## config.mk

```make
export PLATFORM = sky130hd
export DESIGN_NAME = spi_master
export DESIGN_NICKNAME = d
export VERILOG_FILES = /design/src/rtl/spi_pkg.sv /design/src/rtl/spi_sck_gen.sv /design/src/rtl/spi_master.sv
export SDC_FILE = /design/constraint.sdc
export NUM_CORES = 1
export LEC_CHECK = 0
export CORE_UTILIZATION = 48
export CTS_CLUSTER_SIZE = 8
export DETAILED_ROUTE_END_ITERATION = 16
export PLACE_DENSITY = 0.85
export SLEW_MARGIN = 25
export SYNTH_ARGS = -nofsm -noshare
export SYNTH_HDL_FRONTEND = slang
export SYNTH_SLANG_ARGS = --single-unit
```

## constraint.sdc

```tcl
create_clock -name clk -period 1.7 [get_ports clk]
set_input_delay 0.34 -clock clk [delete_from_list [all_inputs] [get_ports clk]]
set_output_delay 0.34 -clock clk [all_outputs]
set_load 0.03 [all_outputs]
```

## src/rtl/spi_pkg.sv

```systemverilog
// Shared types and constants for the SPI mode-0 master.
package spi_pkg;

   localparam int SPI_WORD_W    = 8;
   localparam int SPI_BIT_CNT_W = 3;

   typedef enum logic [2:0] {
      IDLE = 3'd0,
      LOW  = 3'd1,
      HIGH = 3'd2,
      WAIT = 3'd3,
      HOLD = 3'd4,
      GAP  = 3'd5
   } spi_mst_state_t;

   // The host may hand over a byte only between transfers.
   function automatic logic state_accepts(input spi_mst_state_t s);
      return (s == IDLE) || (s == WAIT);
   endfunction

endpackage

```

## src/rtl/spi_sck_gen.sv

```systemverilog
// Half-period timer: emits a one-clk tick on the last clk of every CLK_DIV-clk
// half-period; the count restarts whenever the FSM changes state.
module spi_sck_gen #(
   parameter int CLK_DIV = 4
) (
   input  logic clk,
   input  logic rst_n,
   input  logic en,
   input  logic clr,
   output logic tick
);

   localparam int               CNT_W    = $clog2(CLK_DIV);
   localparam logic [CNT_W-1:0] CNT_LAST = CNT_W'(CLK_DIV - 1);

   logic [CNT_W-1:0] cnt_q;
   logic [CNT_W-1:0] cnt_d;

   // Next half-period count.
   always_comb begin
      cnt_d = cnt_q;
      if (!en || clr) begin
         cnt_d = {CNT_W{1'b0}};
      end else if (cnt_q == CNT_LAST) begin
         cnt_d = {CNT_W{1'b0}};
      end else begin
         cnt_d = cnt_q + CNT_W'(1);
      end
   end

   // Counter register.
   always_ff @(posedge clk or negedge rst_n) begin
      if (!rst_n) begin
         cnt_q <= {CNT_W{1'b0}};
      end else begin
         cnt_q <= cnt_d;
      end
   end

   assign tick = en && (cnt_q == CNT_LAST);

endmodule

```

## src/rtl/spi_master.sv

```systemverilog
// SPI mode-0 master (CPOL=0, CPHA=0), MSB first, 8-bit words, active-low SSEL.
// Bytes arrive on a valid/ready stream; tx_last closes the frame.
module spi_master #(
   parameter int CLK_DIV = 4,
   parameter int CS_GAP  = 2
) (
   input  logic       clk,
   input  logic       rst_n,
   input  logic [7:0] tx_data,
   input  logic       tx_valid,
   input  logic       tx_last,
   output logic       tx_ready,
   output logic [7:0] rx_data,
   output logic       rx_valid,
   output logic       busy,
   output logic       SCK,
   output logic       MOSI,
   input  logic       MISO,
   output logic       SSEL
);

   import spi_pkg::*;

   localparam int              GAP_W    = (CS_GAP > 1) ? $clog2(CS_GAP) : 1;
   localparam logic [GAP_W-1:0] GAP_LAST = GAP_W'(CS_GAP - 1);

   spi_mst_state_t             state_q,    state_d;
   logic                       sck_q,      sck_d;
   logic                       mosi_q,     mosi_d;
   logic                       ssel_q,     ssel_d;
   logic                       rx_valid_q, rx_valid_d;
   logic [SPI_WORD_W-1:0]      rx_data_q,  rx_data_d;
   logic                       busy_q,     busy_d;
   logic [SPI_WORD_W-1:0]      tx_shift_q, tx_shift_d;
   logic [SPI_WORD_W-2:0]      rx_shift_q, rx_shift_d;
   logic [SPI_BIT_CNT_W-1:0]   bit_cnt_q,  bit_cnt_d;
   logic [GAP_W-1:0]           gap_cnt_q,  gap_cnt_d;
   logic                       last_q,     last_d;
   logic                       miso_s1_q,  miso_s2_q;

   logic gen_en_s;
   logic gen_clr_s;
   logic tick_s;

   assign gen_en_s  = (state_q == LOW) || (state_q == HIGH) ||
                      (state_q == HOLD) || (state_q == GAP);
   assign gen_clr_s = (state_d != state_q);

   spi_sck_gen #(
      .CLK_DIV (CLK_DIV)
   ) u_sck_gen (
      .clk   (clk),
      .rst_n (rst_n),
      .en    (gen_en_s),
      .clr   (gen_clr_s),
      .tick  (tick_s)
   );

   // FSM next state, shift registers and next values of every registered output.
   always_comb begin
      state_d    = state_q;
      sck_d      = sck_q;
      mosi_d     = mosi_q;
      ssel_d     = ssel_q;
      rx_valid_d = 1'b0;
      rx_data_d  = rx_data_q;
      tx_shift_d = tx_shift_q;
      rx_shift_d = rx_shift_q;
      bit_cnt_d  = bit_cnt_q;
      gap_cnt_d  = gap_cnt_q;
      last_d     = last_q;
      case (state_q)
         IDLE, WAIT: begin
            if (tx_valid) begin
               state_d    = LOW;
               ssel_d     = 1'b0;
               sck_d      = 1'b0;
               mosi_d     = tx_data[SPI_WORD_W-1];
               tx_shift_d = {tx_data[SPI_WORD_W-2:0], 1'b0};
               bit_cnt_d  = 3'd0;
               last_d     = tx_last;
            end else begin
               state_d = state_q;
            end
         end
         LOW: begin
            if (tick_s) begin
               state_d = HIGH;
               sck_d   = 1'b1;
            end else begin
               state_d = LOW;
            end
         end
         HIGH: begin
            if (tick_s) begin
               sck_d      = 1'b0;
               rx_shift_d = {rx_shift_q[SPI_WORD_W-3:0], miso_s2_q};
               bit_cnt_d  = bit_cnt_q + 3'd1;
               if (bit_cnt_q == 3'd7) begin
                  rx_valid_d = 1'b1;
                  rx_data_d  = {rx_shift_q, miso_s2_q};
                  state_d    = last_q ? HOLD : WAIT;
               end else begin
                  // MOSI moves on the falling edge so it is stable through the next rise.
                  mosi_d     = tx_shift_q[SPI_WORD_W-1];
                  tx_shift_d = {tx_shift_q[SPI_WORD_W-2:0], 1'b0};
                  state_d    = LOW;
               end
            end else begin
               state_d = HIGH;
            end
         end
         HOLD: begin
            if (tick_s) begin
               ssel_d    = 1'b1;
               gap_cnt_d = {GAP_W{1'b0}};
               state_d   = GAP;
            end else begin
               state_d = HOLD;
            end
         end
         GAP: begin
            if (tick_s) begin
               if (gap_cnt_q == GAP_LAST) begin
                  state_d = IDLE;
               end else begin
                  gap_cnt_d = gap_cnt_q + GAP_W'(1);
               end
            end else begin
               state_d = GAP;
            end
         end
         default: begin
            state_d = IDLE;
            ssel_d  = 1'b1;
            sck_d   = 1'b0;
         end
      endcase
      busy_d = (state_d != IDLE);
   end

   // State, datapath and output registers; MISO crosses in through two flops.
   always_ff @(posedge clk or negedge rst_n) begin
      if (!rst_n) begin
         state_q    <= IDLE;
         sck_q      <= 1'b0;
         mosi_q     <= 1'b0;
         ssel_q     <= 1'b1;
         rx_valid_q <= 1'b0;
         rx_data_q  <= 8'h00;
         busy_q     <= 1'b0;
         tx_shift_q <= 8'h00;
         rx_shift_q <= 7'h00;
         bit_cnt_q  <= 3'd0;
         gap_cnt_q  <= {GAP_W{1'b0}};
         last_q     <= 1'b0;
         miso_s1_q  <= 1'b0;
         miso_s2_q  <= 1'b0;
      end else begin
         state_q    <= state_d;
         sck_q      <= sck_d;
         mosi_q     <= mosi_d;
         ssel_q     <= ssel_d;
         rx_valid_q <= rx_valid_d;
         rx_data_q  <= rx_data_d;
         busy_q     <= busy_d;
         tx_shift_q <= tx_shift_d;
         rx_shift_q <= rx_shift_d;
         bit_cnt_q  <= bit_cnt_d;
         gap_cnt_q  <= gap_cnt_d;
         last_q     <= last_d;
         miso_s1_q  <= MISO;
         miso_s2_q  <= miso_s1_q;
      end
   end

   assign tx_ready = state_accepts(state_q);
   assign rx_data  = rx_data_q;
   assign rx_valid = rx_valid_q;
   assign busy     = busy_q;
   assign SCK      = sck_q;
   assign MOSI     = mosi_q;
   assign SSEL     = ssel_q;

endmodule
```

==> results of run 1 <==
worst max-delay path, stage by stage, from the launching register on:
cell and delay [ns]:
dfrtp_1 0.39, ha_2 0.20, ha_4 0.15, nand3b_1 0.19, o32ai_4 0.26, buf_12 0.16
mux2_1 0.32
layer usage:
layer / wire, um / up-vias
met5: 0 / -
met1: 1529 / 648
met2: 2047 / 33
met3: 151 / 5
met4: 46 / 0
li1: - / 602
cells by family (layout without fill, tap and decap cells):
kind of cell	Yosys count	after routing	synth area share, %
and+or+nand+nor	24	24	8.459
DFF	39	39	53.27
AOI/OAI and AO/OA	21	21	10.03
xor gates and xnor gates	1	1	0.8870
muxes	35	35	21.28
buffers and inverters	17	69	4.024
adders and majority gates	3	3	2.047
sequential cells by signal (all words and copies together) (netlist names), 2 cells and up:
signal,flops
rx_data,8
u_sck_gen.cnt_q,2
state_q,3
rx_shift_q,7
tx_shift_q,7
bit_cnt_q,3
worst max path at each step:
stage	startpoint	end	cells after the start	slack, ns
after floorplan	bit_cnt_q[0]$_DFFE_PN0P_	MOSI$_DFFE_PN0P_	5	-0.09
after global placement	bit_cnt_q[0]$_DFFE_PN0P_	tx_shift_q[7]$_DFFE_PN0P_	6	-0.04
after detailed placement	bit_cnt_q[0]$_DFFE_PN0P_	tx_shift_q[5]$_DFFE_PN0P_	6	-0.1
after CTS	bit_cnt_q[0]$_DFFE_PN0P_	tx_shift_q[5]$_DFFE_PN0P_	6	-0.11
after global routing	bit_cnt_q[0]$_DFFE_PN0P_	tx_shift_q[5]$_DFFE_PN0P_	6	-0.13
final	bit_cnt_q[0]$_DFFE_PN0P_	tx_shift_q[6]$_DFFE_PN0P_	6	-0.09
per-stage QoR:
stage | power [mW] | instances | setup slack (ns) | hold WS [ns] | utilization (%)
CTS | 3.204 | 239 | -0.1067 | 0.09376 | 67.19
global route | 3.388 | 240 | -0.1300 | 0.1237 | 67.74
global placement | 2.320 | 227 | -0.03581 | 0.3335 | 62.95
finish | 3.224 | 240 | -0.08961 | 0.07599 | 67.74
detailed placement | 2.390 | 227 | -0.09773 | 0.3434 | 62.95
floorplan | 1.941 | 140 | -0.08570 | 0.04441 | -
timing repair:
item                       CTS  global route
setup endpoints to repair   10            12
gates resized for setup      7             5
pin swaps                    1             1
setup buffers                4             1
cells in the final DEF (no fill, tap or decap), drive strengths merged, types with 3 or more instances in the layout:
master,count
nand2,6
mux2,32
o21ai,4
nor2b,3
ha,3
clkbuf,5
dfrtp,38
clkdlybuf4s50,21
inv,11
mux2i,3
buf,27
nor2,4
power by group through the flow:
| stage | sequential [mW] | clock, mW | combinational, mW |
|---|---|---|---|
| after detailed placement | 1.27 | 0 | 1.12 |
| after global routing | 1.27 | 0.697 | 1.42 |
| final | 1.25 | 0.644 | 1.33 |
| after CTS | 1.25 | 0.662 | 1.29 |
| after floorplan | 1.29 | 0 | 0.651 |
| after global placement | 1.26 | 0 | 1.06 |
area by class of cell:
type | count | share of cell area [%]
clock buffer | 5 | 2.775
clock inverter | 3 | 0.9586
inverter | 10 | 1.514
multi-input combinational | 84 | 33.25
sequential | 39 | 39.51
tap | 48 | 2.422
timing repair buffer | 51 | 19.58
==> flow_summary.yaml, run 1 <==
detailed_routing:
  drtPass1Iterations: 6
  drt_iter0_markers: 95
  postRouteAntennaNets: 0
  routed_wl_mm: 3.774
  dr_total_vias: 1288
  wl_per_cell_um: 15.73
  vias_per_cell: 5.367
  drc: 0
synth:
  ys_seq_elements: 39
  synth_top_cell_area_share_pct: 51.84
  synth_common_cells: "dfrtp_1 (38), mux2_2 (18), mux2_1 (14)"
  yosysSeqAreaShare_pct: 53.27
  post-synth-top-count-cell: "dfrtp_1"
  ys.flop_type: "dfrtp_1"
  synth-edff-count: 0
  synth_cells: 140
  synth_nets: 156
  synth_area_leaders: "dfrtp_1 (52%), mux2_2 (11%), mux2_1 (8.6%)"
  async_flop_share_pct: 100.0
  syn_area_um2: 1834
  ys.warnings.count: 0
  yosysTopAreaCell: "dfrtp_1"
  synth_cell_types: 42
  syn_area_per_cell_um2: 13.10
outcome:
  status: "finished with violations"
  violations: "negative setup slack"
timing:
  finalMaxSlewViolations: 0
  finalHoldViolCount: 0
  period_minus_slack_ns: 1.790
  tns_ns: -0.5450
  worstMarginPinSlew_ns: 0.4817
  setup_viol: 8
  slew_headroom_pct: 67.89
  rsz0062_at_grt: "yes"
  max_freq_mhz: 558.8
  worst_slack_ns: -0.08961
  period_share_pct: 105.3
  finClkSkew_ns: 0.009676
floorplan:
  dieArea_um2: 4072
  initial_utilization_pct: 50.10
  row_count: 22
  die_h_um: 63.82
  die_w_um: 63.82
  io_pins: 27
  core-area_um2: 3661
layout:
  area_growth_pct: 35.20
  fill_cells: 261
  multi_input_comb_area_um2: 824.5
  layout.nets: 207
  n_antenna_cell: 0
  fin_area_um2: 2480
  final_layout_size_suffix_gt1_share_pct: 35.42
  final-seq-area_um2: 979.7
power_and_ir_drop:
  p_seq_share_pct: 38.7
  power_density_nw_per_um2: 1300
  p_int_mw: 2.147
  combPwrFrac_pct: 41.3
  clock_power_share_pct: 20.0
  vdd_drop_max_uv: 628.2
  p_leak_nw: 1.143
  swShare_pct: 33.41
  switching_power_mw: 1.077
placement:
  globalplace.congestion: 0.8521
  port_buffers: 26
  placed_area_um2: 2305
  place_hpwl_mm: 2.577
clock_tree:
  path_clk_slew_ns: 0.08
  htree_levels: 2
  cts_tree: "done"
  hold_buffers: 0
  cts_buffers: 5
  cts_sinks: 39
  clk_latency_ns: 0.30
  cts_root_buf: "clkbuf_8"
  clock_path_buffers: 2
critical_path:
  start_kind: "register"
  cp_data_required_time_ns: 1.88
  r2r_slack_ns: -0.09
  endpoint_kind: "register"
  worstRegToRegCells: 6
  crit_fanout: 8
  crit_type: "register to register"
  r2r-end: "tx_shift_q[6]$_DFFE_PN0P_"
  crit_arrival_ns: 1.97
  reg2reg_from: "bit_cnt_q[0]$_DFFE_PN0P_"
global_routing:
  grt_pass1_vias: 1433
  grt_pass1_wl_mm: 6.368
  busiest_layer: "met2"
  use_met3_pct: 5.179
  antenna_found_initial: 0
  grt_use_total_pct: 20.53
  grt_util_met1_pct: 22.44
  grt_start_max_net_pins: 40
  gr-total-overflow: 0
  grtUsageMet2_pct: 37.63
min_path:
  min_path_type: "primary input to async pin"
job:
  drv_cap: 0
Note: power is estimated with default switching activity, not from simulation.
==> run 2, diff against run 1 <==
--- a/config.mk
+++ b/config.mk
@@ -5,9 +5,11 @@
 export SDC_FILE = /design/constraint.sdc
 export NUM_CORES = 1
 export LEC_CHECK = 0
+export CAP_MARGIN = 10
 export CORE_UTILIZATION = 48
 export CTS_CLUSTER_SIZE = 8
 export DETAILED_ROUTE_END_ITERATION = 16
+export MAX_ROUTING_LAYER = met4
 export PLACE_DENSITY = 0.85
 export SLEW_MARGIN = 25
 export SYNTH_ARGS = -nofsm -noshare
==> run 2 against run 1 <==
  * The run still ends with negative setup slack left
  * Cell count down 2.9%
  * Flip-flop and latch count unchanged
  * Clock skew down 0.0039 ns
  * Sequential power about the same
  * Power down 5.3%
  * Setup slack worse by 0.024 ns
  * Combinational power down 12%
  * Critical endpoint is now tx_shift_q[7]$_DFFE_PN0P_
==> flow_summary.yaml, run 2 (synthesis results as in run 1) <==
outcome:
  status: "finished with violations"
  violations: "negative setup slack"
timing:
  max_freq_mhz: 551.3
  slew_headroom_pct: 68.22
  finalHoldViolCount: 0
  finalMaxSlewViolations: 0
  worst_slack_ns: -0.1140
  period_minus_slack_ns: 1.814
  whs_ns: 0.08222
  rsz0062_at_grt: "yes"
  worstMarginPinSlew_ns: 0.4767
  finClkSkew_ns: 0.005810
  period_share_pct: 106.7
  setup_viol: 7
  tns_ns: -0.7012
layout:
  largest_reg_flops: 8
  mostFrequentLayoutCells: "dfrtp_1 (37), clkdlybuf4s50_1 (20), mux2_2 (18), buf_4 (17)"
  post-route-util_pct: 65.99
  fill_cells: 262
  final_cells: 233
  n_antenna_cell: 0
  final-seq-area_um2: 978.4
  layout.nets: 200
  multi_input_comb_area_um2: 835.8
  fin_area_um2: 2416
  layout_commonest_cell: "dfrtp_1"
  area_growth_pct: 31.72
  final_layout_size_suffix_gt1_share_pct: 33.51
clock_tree:
  cts_buffers: 5
  post_cts_resized: 3
  cts_root_buf: "clkbuf_8"
  cts_setup_buffers: 0
  cts_sinks: 39
  path_clk_slew_ns: 0.08
  htree_levels: 2
  clock_path_buffers: 2
  clk_latency_ns: 0.30
  cts_tree: "done"
  hold_buffers: 0
detailed_routing:
  vias_per_cell: 5.476
  drc: 0
  dr_total_vias: 1276
  wl_per_cell_um: 15.71
  routed_wl_mm: 3.661
  drtPass1Iterations: 4
  postRouteAntennaNets: 0
  drt_iter0_markers: 66
placement:
  port_buffers: 26
  globalplace.congestion: 0.8903
  dp_worst_setup_slack_ns: -0.1163
  placed_area_um2: 2290
  place_hpwl_mm: 2.665
  dp_cells: 225
global_routing:
  grt_start_max_net_pins: 40
  gr-total-overflow: 0
  grt_pass1_vias: 1363
  antenna_found_initial: 0
  grt_pass1_wl_mm: 6.223
  grt_use_total_pct: 21.12
critical_path:
  crit_type: "register to register"
  reg2reg_from: "bit_cnt_q[0]$_DFFE_PN0P_"
  r2r_slack_ns: -0.11
  crit_arrival_ns: 2.00
  crit_start: "bit_cnt_q[0]$_DFFE_PN0P_"
  endpoint_kind: "register"
  start_kind: "register"
  worstRegToRegCells: 6
  crit_fanout: 8
  cp_data_required_time_ns: 1.88
  r2r-end: "tx_shift_q[7]$_DFFE_PN0P_"
job:
  drv_cap: 0
min_path:
  min_path_type: "primary input to async pin"
power_and_ir_drop:
  power_mw: 3.053
  power_density_nw_per_um2: 1263
  vdd_drop_max_uv: 786.8
  p_leak_nw: 1.147
floorplan:
  core-area_um2: 3661
  dieArea_um2: 4072
  row_count: 22
  initial_utilization_pct: 50.10
  die_h_um: 63.82
  io_pins: 27
  die_w_um: 63.82
[run 2: cell count changes in the layout (fill, tap and decap cells not counted), sizes merged]
cell | before | now
clkdlybuf4s50 | 21 | 20
clkbuf | 5 | 6
inv | 11 | 10
dlygate4sd2 | 2 | 1
clkinv | 0 | 1
dlymetal6s2s | 1 | 3
buf | 27 | 20
clkinvlp | 2 | 1
[run 2: metal layers]
layer  share of wire [%]  routed length [um]  GRT usage [%]  up-vias
li1                    -                   -              -      595
met1                  41                1483          23.41      630
met2                  52                1919          34.71       38
met3                 4.0                 148          4.643       13
met4                 3.0                 110          12.78        0
met5                   0                   0              -        -
[run 2: worst max-delay path, stage by stage (launching register included)]
cell and delay (ns):
dfrtp_1 0.40, ha_2 0.21, ha_4 0.15, nand3b_1 0.19, o32ai_4 0.26, buf_12 0.17, mux2_1 0.31
[run 2: where the power goes]
group / leakage, nW / switching, mW / internal, mW
registers: 0.504 / 0.143 / 1.13
logic: 0.602 / 0.544 / 0.625
clock network: 0.0412 / 0.327 / 0.286
[run 2: area by class of cell]
type	instances	share of cell area [%]
timing repair buffer	44	17.35
clock buffer	6	3.004
sequential	39	40.50
tap	48	2.486
inverter	10	1.554
clock inverter	2	0.5179
multi-input combinational	84	34.59
[run 2: worst max path at each step]
stage	to	slack, ns	cells past startpoint
floorplan	MOSI$_DFFE_PN0P_	-0.09	5
global placement	tx_shift_q[7]$_DFFE_PN0P_	-0.04	6
detailed placement	tx_shift_q[3]$_DFFE_PN0P_	-0.12	6
finish	tx_shift_q[7]$_DFFE_PN0P_	-0.11	6
global route	tx_shift_q[7]$_DFFE_PN0P_	-0.16	6
CTS	tx_shift_q[6]$_DFFE_PN0P_	-0.10	6
==> run 3, diff against run 2 <==
--- a/config.mk
+++ b/config.mk
@@ -6,6 +6,7 @@
 export NUM_CORES = 1
 export LEC_CHECK = 0
 export CAP_MARGIN = 10
+export CORE_ASPECT_RATIO = 2
 export CORE_UTILIZATION = 48
 export CTS_CLUSTER_SIZE = 8
 export DETAILED_ROUTE_END_ITERATION = 16
==> run 3 against run 2 <==
  * Clock power rose by 5.1%
  * Wire length rose by 5.6%
  * Register-to-register slack improved by 0.03 ns
  * Sequential share of layout area fell by 0.33 points
  * Setup slack improved by 0.027 ns
  * Critical path type unchanged
  * Largest power group unchanged
  * The flow still finishes with violations (negative setup slack)
  * First-iteration DRC count fell by 38%
==> flow_summary.yaml, run 3 (synthesis results as in run 1) <==
outcome:
  status: "finished with violations"
  violations: "negative setup slack"
clock_tree:
  cts_root_buf: "clkbuf_8"
  cts_tree: "done"
  clk_latency_ns: 0.29
  clock_path_buffers: 2
  cts_sinks: 39
  htree_levels: 2
  cts_buffers: 5
  path_clk_slew_ns: 0.08
  hold_buffers: 0
global_routing:
  gr-total-overflow: 0
  grt_use_total_pct: 22.16
  antenna_found_initial: 0
  grt_pass1_vias: 1401
  grt_start_max_net_pins: 40
  grt_pass1_wl_mm: 6.230
critical_path:
  endpoint_kind: "register"
  r2r-end: "tx_shift_q[5]$_DFFE_PN0P_"
  reg2reg_from: "bit_cnt_q[0]$_DFFE_PN0P_"
  critPathMaxStageDelay_ns: 0.39
  cp_data_required_time_ns: 1.88
  crit_arrival_ns: 1.97
  crit_type: "register to register"
  slowest_stage: "dfrtp_1"
  crit_fanout: 8
  start_kind: "register"
  worstRegToRegCells: 6
  r2r_slack_ns: -0.09
  crit_chain: "ha_2 -> ha_4 -> nand3b_1 -> o32ai_4 -> buf_12 -> mux2_1"
timing:
  slew_headroom_pct: 69.74
  finClkSkew_ns: 0.004819
  whs_ns: 0.3583
  finalHoldViolCount: 0
  setup_viol: 8
  tns_ns: -0.5186
  worstMarginPinSlew_ns: 0.4534
  period_minus_slack_ns: 1.787
  rsz0062_at_grt: "yes"
  period_share_pct: 105.1
  max_freq_mhz: 559.6
  worst_slack_ns: -0.08704
  finalMaxSlewViolations: 0
detailed_routing:
  dr_total_vias: 1271
  met2_length_mm: 2.194
  wl_met3_um: 137
  maxUsedRoutingLayer: "met4"
  drc: 0
  routed_wl_mm: 3.867
  postRouteAntennaNets: 0
  drtPass1Iterations: 4
  drt-met1-wl_mm: 1.424
  wl_per_cell_um: 16.53
  vias_per_cell: 5.432
  drt_iter0_markers: 41
floorplan:
  dieArea_um2: 4087
  initial_utilization_pct: 50.31
  core-area_um2: 3646
  die_h_um: 89.42
  row_count: 31
  die_w_um: 45.71
  io_pins: 27
power_and_ir_drop:
  clock_power_share_pct: 20.7
  p_leak_nw: 1.143
  p_seq_share_pct: 40.7
  p_int_mw: 2.049
  swShare_pct: 34.09
  power_density_nw_per_um2: 1276
  combPwrFrac_pct: 38.6
  switching_power_mw: 1.060
  vdd_drop_max_uv: 907.1
  power_mw: 3.109
layout:
  final_cells: 234
  mostFrequentLayoutCells: "dfrtp_1 (37), clkdlybuf4s50_1 (21), mux2_2 (18), buf_4 (16), mux2_1 (10)"
  layout_commonest_cell: "dfrtp_1"
  layout.nets: 200
  final_layout_size_suffix_gt1_share_pct: 34.05
  post-route-util_pct: 66.82
  n_antenna_cell: 0
  fill_cells: 284
  largest_reg_flops: 8
  area_growth_pct: 32.81
placement:
  dp_cells: 224
  globalplace.congestion: 0.8211
  port_buffers: 26
  place_hpwl_mm: 2.871
min_path:
  hold_start: "miso_s1_q$_DFF_PN0_"
  min_path_type: "register to register"
  min_path_cells: 0
  holdPathEnd: "miso_s2_q$_DFF_PN0_"
job:
  drv_cap: 0
[run 3: cell type report]
type                       count  area, um^2  share of cell area, %
clock buffer                   5       68.82                  2.825
timing repair buffer          44       427.9                  17.57
clock inverter                 3       23.77                 0.9759
sequential                    39       978.4                  40.16
tap                           49       61.31                  2.517
inverter                      10       37.54                  1.541
multi-input combinational     84       838.3                  34.41
[run 3: worst max-delay path: cells and delay by family (launching register included)]
family                   cells  cell delay (ns)
AO/OA/AOI/OAI                1             0.26
adder cells (fa/ha/maj)      2             0.35
buffers and inverters        1             0.17
flip-flops                   1             0.39
multiplexers                 1             0.32
AND/OR/NAND/NOR              1             0.19
[run 3: how the worst max path moves through the flow]
stage / from / to / slack, ns / cells past startpoint
final: bit_cnt_q[0]$_DFFE_PN0P_ / tx_shift_q[5]$_DFFE_PN0P_ / -0.09 / 6
after global routing: bit_cnt_q[1]$_DFFE_PN0P_ / tx_shift_q[5]$_DFFE_PN0P_ / -0.16 / 6
after CTS: bit_cnt_q[0]$_DFFE_PN0P_ / tx_shift_q[7]$_DFFE_PN0P_ / -0.10 / 6
after detailed placement: bit_cnt_q[0]$_DFFE_PN0P_ / tx_shift_q[3]$_DFFE_PN0P_ / -0.1 / 6
after global placement: bit_cnt_q[0]$_DFFE_PN0P_ / tx_shift_q[7]$_DFFE_PN0P_ / -0.03 / 6
after floorplan: bit_cnt_q[0]$_DFFE_PN0P_ / MOSI$_DFFE_PN0P_ / -0.09 / 5
[run 3: power by group through the flow]
stage / sequential [mW] / combinational [mW] / clock, mW
6_report: 1.27 / 1.20 / 0.644
5_1_grt: 1.29 / 1.29 / 0.701
3_5_place_dp: 1.27 / 1.08 / 0
3_3_place_gp: 1.25 / 1.02 / 0
4_1_cts: 1.25 / 1.11 / 0.665
2_1_floorplan: 1.29 / 0.651 / 0
[run 3: what timing repair did]
action | 4_1_cts | 5_1_grt
buffers inserted | 0 | 2
gates resized for setup | 4 | 10
setup endpoints to repair | 16 | 16
endpoints found under the hold margin | 0 | 0
[run 3: per-stage QoR]
step	setup slack [ns]	cell area, um^2
after global routing	-0.1603	2436
final	-0.08704	2436
after CTS	-0.1000	2384
after floorplan	-0.08570	1853
after global placement	-0.03196	2281
after detailed placement	-0.09723	2281
[run 3: per-layer routing]
layer  vias up  GRT usage, %
met1       628         20.72
li1        592             -
met4         0         11.23
met5         -             -
met3         9         4.040
met2        42         40.52
